<file path="config.mk">
export PLATFORM = sky130hd
export DESIGN_NAME = echo_tof_detector
export DESIGN_NICKNAME = d
export VERILOG_FILES = /design/src/rtl/echo_tof_detector.sv
export SDC_FILE = /design/constraint.sdc
export NUM_CORES = 1
export LEC_CHECK = 0
export CAP_MARGIN = 5
export CORE_ASPECT_RATIO = 0.8
export CORE_MARGIN = 2
export CORE_UTILIZATION = 40
export CTS_BUF_LIST = sky130_fd_sc_hd__clkbuf_2 sky130_fd_sc_hd__clkbuf_4 sky130_fd_sc_hd__clkbuf_8
export DETAILED_ROUTE_END_ITERATION = 7
export PLACE_DENSITY_LB_ADDON = 0.2
export SYNTH_ARGS = -nofsm -noshare
export SYNTH_HDL_FRONTEND = slang
export SYNTH_SLANG_ARGS = --single-unit
</file>
<file path="constraint.sdc">
create_clock -name clk -period 15.07 [get_ports clk]
set_clock_uncertainty 0.15 [all_clocks]
set_input_delay 4.521 -clock clk [delete_from_list [all_inputs] [get_ports clk]]
set_output_delay 4.521 -clock clk [all_outputs]
set_load 0.01 [all_outputs]
</file>
<file path="src/rtl/echo_tof_detector.sv">
// Sonar echo time-of-flight detector: counts filtered samples after a ping, skips a
// blanking window, then reports the first debounced above-threshold run, or a miss.
module echo_tof_detector #(
  parameter int N  = 16,
  parameter int CW = 16
) (
  input  logic                clk,
  input  logic                rst,
  input  logic                start,
  input  logic                valid,
  input  logic signed [N-1:0] Y,
  input  logic        [N-1:0] threshold,
  input  logic        [3:0]   hold,
  input  logic        [CW-1:0] blank_len,
  input  logic        [CW-1:0] timeout,
  output logic                busy,
  output logic                done,
  output logic                hit,
  output logic        [CW-1:0] tof,
  output logic        [N-1:0] peak
);

  typedef enum logic [1:0] {S_IDLE, S_BLANK, S_LISTEN, S_DONE} state_t;

  state_t state, state_nxt;

  logic [N-1:0]  thr_q;
  logic [3:0]    hold_q;
  logic [CW-1:0] blank_q;
  logic [CW-1:0] timeout_q;
  logic [CW-1:0] idx;
  logic [3:0]    run;
  logic [CW-1:0] run_start;
  logic [N-1:0]  peak_acc;

  logic [N-1:0]  mag;
  logic [N-1:0]  peak_nxt;
  logic [3:0]    run_inc;
  logic [CW-1:0] run_first;
  logic          above;
  logic          is_last;
  logic          is_blank_end;
  logic          confirm;

  // The most negative sample has no positive counterpart in N bits, so it saturates.
  always_comb begin
    if (!Y[N-1])
      mag = Y;
    else if (Y[N-2:0] == '0)
      mag = {1'b0, {(N-1){1'b1}}};
    else
      mag = ~Y + 1'b1;
  end

  assign above        = (mag >= thr_q);
  assign peak_nxt     = (mag > peak_acc) ? mag : peak_acc;
  assign run_inc      = run + 4'd1;
  assign run_first    = (run == 4'd0) ? idx : run_start;
  assign is_last      = (idx == timeout_q - 1'b1);
  assign is_blank_end = (idx == blank_q - 1'b1);
  assign confirm      = (state == S_LISTEN) && valid && above && (run_inc == hold_q);

  always_ff @(posedge clk) begin
    if (rst)
      state <= S_IDLE;
    else
      state <= state_nxt;
  end

  // NOTE: every output of this block gets a default first, so no path leaves
  // a signal unassigned and no latch is inferred.
  always_comb begin
    state_nxt = state;
    busy      = 1'b0;
    done      = 1'b0;
    unique case (state)
      S_IDLE: begin
        if (start) begin
          if (timeout == '0)
            state_nxt = S_DONE;
          else if (blank_len != '0)
            state_nxt = S_BLANK;
          else
            state_nxt = S_LISTEN;
        end
      end
      S_BLANK: begin
        busy = 1'b1;
        // Expiry is checked first: a window no longer than the blanking is a miss.
        if (valid) begin
          if (is_last)
            state_nxt = S_DONE;
          else if (is_blank_end)
            state_nxt = S_LISTEN;
        end
      end
      S_LISTEN: begin
        busy = 1'b1;
        if (valid && (confirm || is_last))
          state_nxt = S_DONE;
      end
      S_DONE: begin
        done      = 1'b1;
        state_nxt = S_IDLE;
      end
      default: state_nxt = S_IDLE;
    endcase
  end

  // NOTE: sequential state uses non-blocking assignments so every register
  // samples the pre-edge values of its neighbours.
  always_ff @(posedge clk) begin
    if (rst) begin
      thr_q     <= '0;
      hold_q    <= 4'd1;
      blank_q   <= '0;
      timeout_q <= '0;
      idx       <= '0;
      run       <= '0;
      run_start <= '0;
      peak_acc  <= '0;
      hit       <= 1'b0;
      tof       <= '0;
      peak      <= '0;
    end else begin
      unique case (state)
        S_IDLE: begin
          if (start) begin
            thr_q     <= threshold;
            hold_q    <= (hold == 4'd0) ? 4'd1 : hold;
            blank_q   <= blank_len;
            timeout_q <= timeout;
            idx       <= '0;
            run       <= '0;
            run_start <= '0;
            peak_acc  <= '0;
            hit       <= 1'b0;
            tof       <= '0;
            peak      <= '0;
          end
        end
        S_BLANK: begin
          if (valid)
            idx <= idx + 1'b1;
        end
        S_LISTEN: begin
          if (valid) begin
            idx      <= idx + 1'b1;
            peak_acc <= peak_nxt;
            if (above) begin
              run <= run_inc;
              if (run == 4'd0)
                run_start <= idx;
            end else begin
              run <= '0;
            end
            // A confirming sample on the last index still counts as a hit.
            if (confirm) begin
              hit  <= 1'b1;
              tof  <= run_first;
              peak <= peak_nxt;
            end else if (is_last) begin
              peak <= peak_nxt;
            end
          end
        end
        default: ;
      endcase
    end
  end

endmodule

</file>
==> run metrics <==
R2R cell count 10; most frequent cells in the layout 187 x nand2_1, 139 x dfxtp_1, 105 x clkdlybuf4s50_1; IO buf count roughly 110; Final period util 0.605; worst rel slew slack 0.265; final-layout fill cell count 2,056; Clock Root Buffer clkbuf_8; CORE AREA 20,600 µm²; Clk Latency, worst-skew pair 0.45 ns; HP Start thr_q[2]$_SDFFE_PP0P_; run status completed; area of the multi-input gates 5140 µm²; synth warn 0; clock sinks 139; CP Cell Sequence clkdlybuf4s50_1 -> or3_1 -> or4_1 -> o31ai_1 -> mux2i_1 -> ha_1 -> a21o_1 -> a21o_1 -> a21oi_1 -> o21ai_0 -> nor2_1 -> o21ai_4 -> a21oi_2 -> o2bb2ai_1; fmax around 0.11 GHz; DR iter-0 viols 440; chip width approximately 170 µm; Vias approximately 7,600; reg2reg setup slack 11.54 ns; Final #Nets about 1,200; fin. max-slew vios 0; unrepaired setup endpoints after global routing no; CP max FO 12; final setup vio count 0; hold_buf cts 0; Syn-to-layout area delta 18.8%; Tot GR Track Use 0.208; Critical Path End Type register; Required @ worst endpoint between 15 and 20 ns; number of H-tree levels 4; TNS Setup 0 ns; fraction of layout cells with a size suffix above 1 0.0621; std cell rows 47; Slowest-stage cell, CP a21oi_2; CTS buffer count 17; Min-Delay Endpoint thr_q[2]$_SDFFE_PP0P_; initial core utilization 0.407; Syn Nets roughly 1,200; Hold Vio Cnt, Final 0; maxcap violations 0; pwr/cell area between 100 and 150 nW/µm²; vias in the first global route around 7,100; total gr overflow 0; synthesized area per cell approximately 8 µm²; DRT Pass-1 Iters 5; Synth cell types 70; post-CTS setup buffers 0; Worst Tran Pin Value ~1.1 ns; number of synthesized flops with an enable pin 0; CTS Buffer Depth 2; FFs w/ async S/R, synth 0; CTS tree yes; Synth Cell Area about 8400 µm²; FF-to-FF End peak[6]$_SDFFE_PP0P_; ys flop type dfxtp_1; antenna violations before repair 0; WL/cell 16.1 µm; Hold Path Class reg -> reg; Setup crit start kind input pin; Post-route DRC 0; register area around 2800 µm²; Max stage delay on crit path roughly 0.67 ns; Syn Inst Count roughly 1,100; DR vias/cell around 5.4; Synth Register Bits 139; Top cell by count, worst path a21o_1; worst hold stages 2; fin crit period approximately 9.1 ns; die span in y around 130 µm; Seq/Total Area, Yosys 0.331; DP HPWL around 17,000 µm; Leakage approximately 3.8 nW; post-cts sizing count 0; Top-Level Pins about 110; Max IR drop VDD around 60 µV; antenna viol nets, final 0; clock-pin slew on the worst setup and hold paths 0.09 ns; r2r startpoint timeout_q[0]$_SDFFE_PP0P_; largest net degree at the start of global routing 70; most common cell after layout, fill and taps aside nand2_1; Setup Crit Path Kind in -> reg; GPL Wtd Cong approximately 0.92; Data arrival, critical path about 9.4 ns; Post-Route WL approximately 23,000 µm; Diodes inserted 0; Total Power between 1 and 1.5 mW; die footprint between 20,000 and 25,000 µm²; first-pass GRT wire length ~38,000 µm
synthesized netlist by cell type, types with 6 or more instances:
cell type / count / area (µm²)
xor2_1: 32 / 280
a21boi_0: 17 / 128
o2bb2ai_2: 10 / 150
or4_1: 8 / 60.1
nand4_1: 19 / 119
nor4_1: 17 / 106
o31ai_1: 6 / 45.0
xnor2_1: 33 / 289
nor2_1: 100 / 375
mux2i_1: 48 / 480
dfxtp_1: 139 / 2780
o21ai_0: 29 / 145
nand2_1: 188 / 706
or3_1: 8 / 50.1
nor3_1: 20 / 100
a21o_1: 15 / 113
ha_1: 42 / 526
nor2b_1: 7 / 43.8
a31oi_1: 9 / 56.3
a2bb2oi_1: 6 / 52.6
clkbuf_1: 55 / 206
a21oi_1: 86 / 430
a22oi_1: 8 / 60.1
nand3_1: 26 / 130
inv_1: 51 / 191
and3_1: 8 / 50.1
worst max-delay path, delay by kind of cell:
kind | cells | cell delay (ns)
multiplexers | 1 | 0.40
adder cells (fa/ha/maj) | 1 | 0.32
AO/OA/AOI/OAI | 8 | 2.13
AND/OR/NAND/NOR | 3 | 1.48
buffers and inverters | 1 | 0.49
sequential cells by signal, summed over array words and instances, names as in the netlist:
signal,cells
blank_q,16
idx,16
peak,16
peak_acc,16
run_start,16
thr_q,16
timeout_q,16
tof,16
hold_q,4
run,4
state,2
hit,1
routing by layer:
layer | up-vias | track usage | part of all wire
met2 | 198 | 0.282 | 0.39
met1 | 3523 | 0.326 | 0.54
met3 | 22 | 0.0431 | 0.057
met4 | 0 | 0.0531 | 0.013
met5 | - | 0 | 0
li1 | 3817 | - | -
metrics by stage:
step / util / hold slack [ns] / cells / instance area (µm²) / worst slack (ns)
2_1_floorplan: - / 0.286 / 1071 / 8410 / 6.55
3_3_place_gp: 0.462 / 0.294 / 1381 / 9540 / 5.63
3_5_place_dp: 0.462 / 0.297 / 1381 / 9540 / 5.53
4_1_cts: 0.484 / 0.311 / 1413 / 9990 / 6.01
5_1_grt: 0.484 / 0.333 / 1413 / 9990 / 5.71
6_report: 0.484 / 0.308 / 1413 / 9990 / 5.95
cells by family after synthesis:
| kind of cell | after synthesis | share of synthesized area |
|---|---|---|
| and+or+nand+nor | 439 | 0.250 |
| AOI/OAI and AO/OA | 217 | 0.172 |
| DFF | 139 | 0.331 |
| buffers and inverters | 119 | 0.0577 |
| xor gates and xnor gates | 65 | 0.0677 |
| muxes | 50 | 0.0598 |
| adders and majority gates | 42 | 0.0625 |
report_power, final:
part / internal, mW / total (mW) / switching [mW]
Sequential: 0.390 / 0.421 / 0.0305
Clock: 0.187 / 0.349 / 0.162
Combinational: 0.162 / 0.399 / 0.237
worst max path at each step:
| stage | cells after the start | endpoint | start | slack, ns |
|---|---|---|---|---|
| 2_1_floorplan | 15 | tof[10]$_SDFFE_PP0P_ | Y[5] | 6.55 |
| 3_3_place_gp | 14 | peak[6]$_SDFFE_PP0P_ | Y[3] | 5.63 |
| 3_5_place_dp | 14 | peak[6]$_SDFFE_PP0P_ | Y[3] | 5.53 |
| 4_1_cts | 14 | peak[6]$_SDFFE_PP0P_ | Y[3] | 6.01 |
| 5_1_grt | 14 | peak_acc[10]$_SDFFE_PP0P_ | Y[3] | 5.71 |
| 6_report | 14 | peak[6]$_SDFFE_PP0P_ | Y[3] | 5.95 |
cell type report:
type                            count  area share
Clock buffer                       18      0.0242
Clock inverter                     14      0.0212
Inverter                           51      0.0192
Multi-Input combinational cell    813       0.515
Sequential cell                   139       0.279
Tap cell                          269      0.0337
Timing Repair Buffer              109       0.108
(Power assumes the default switching activity.)
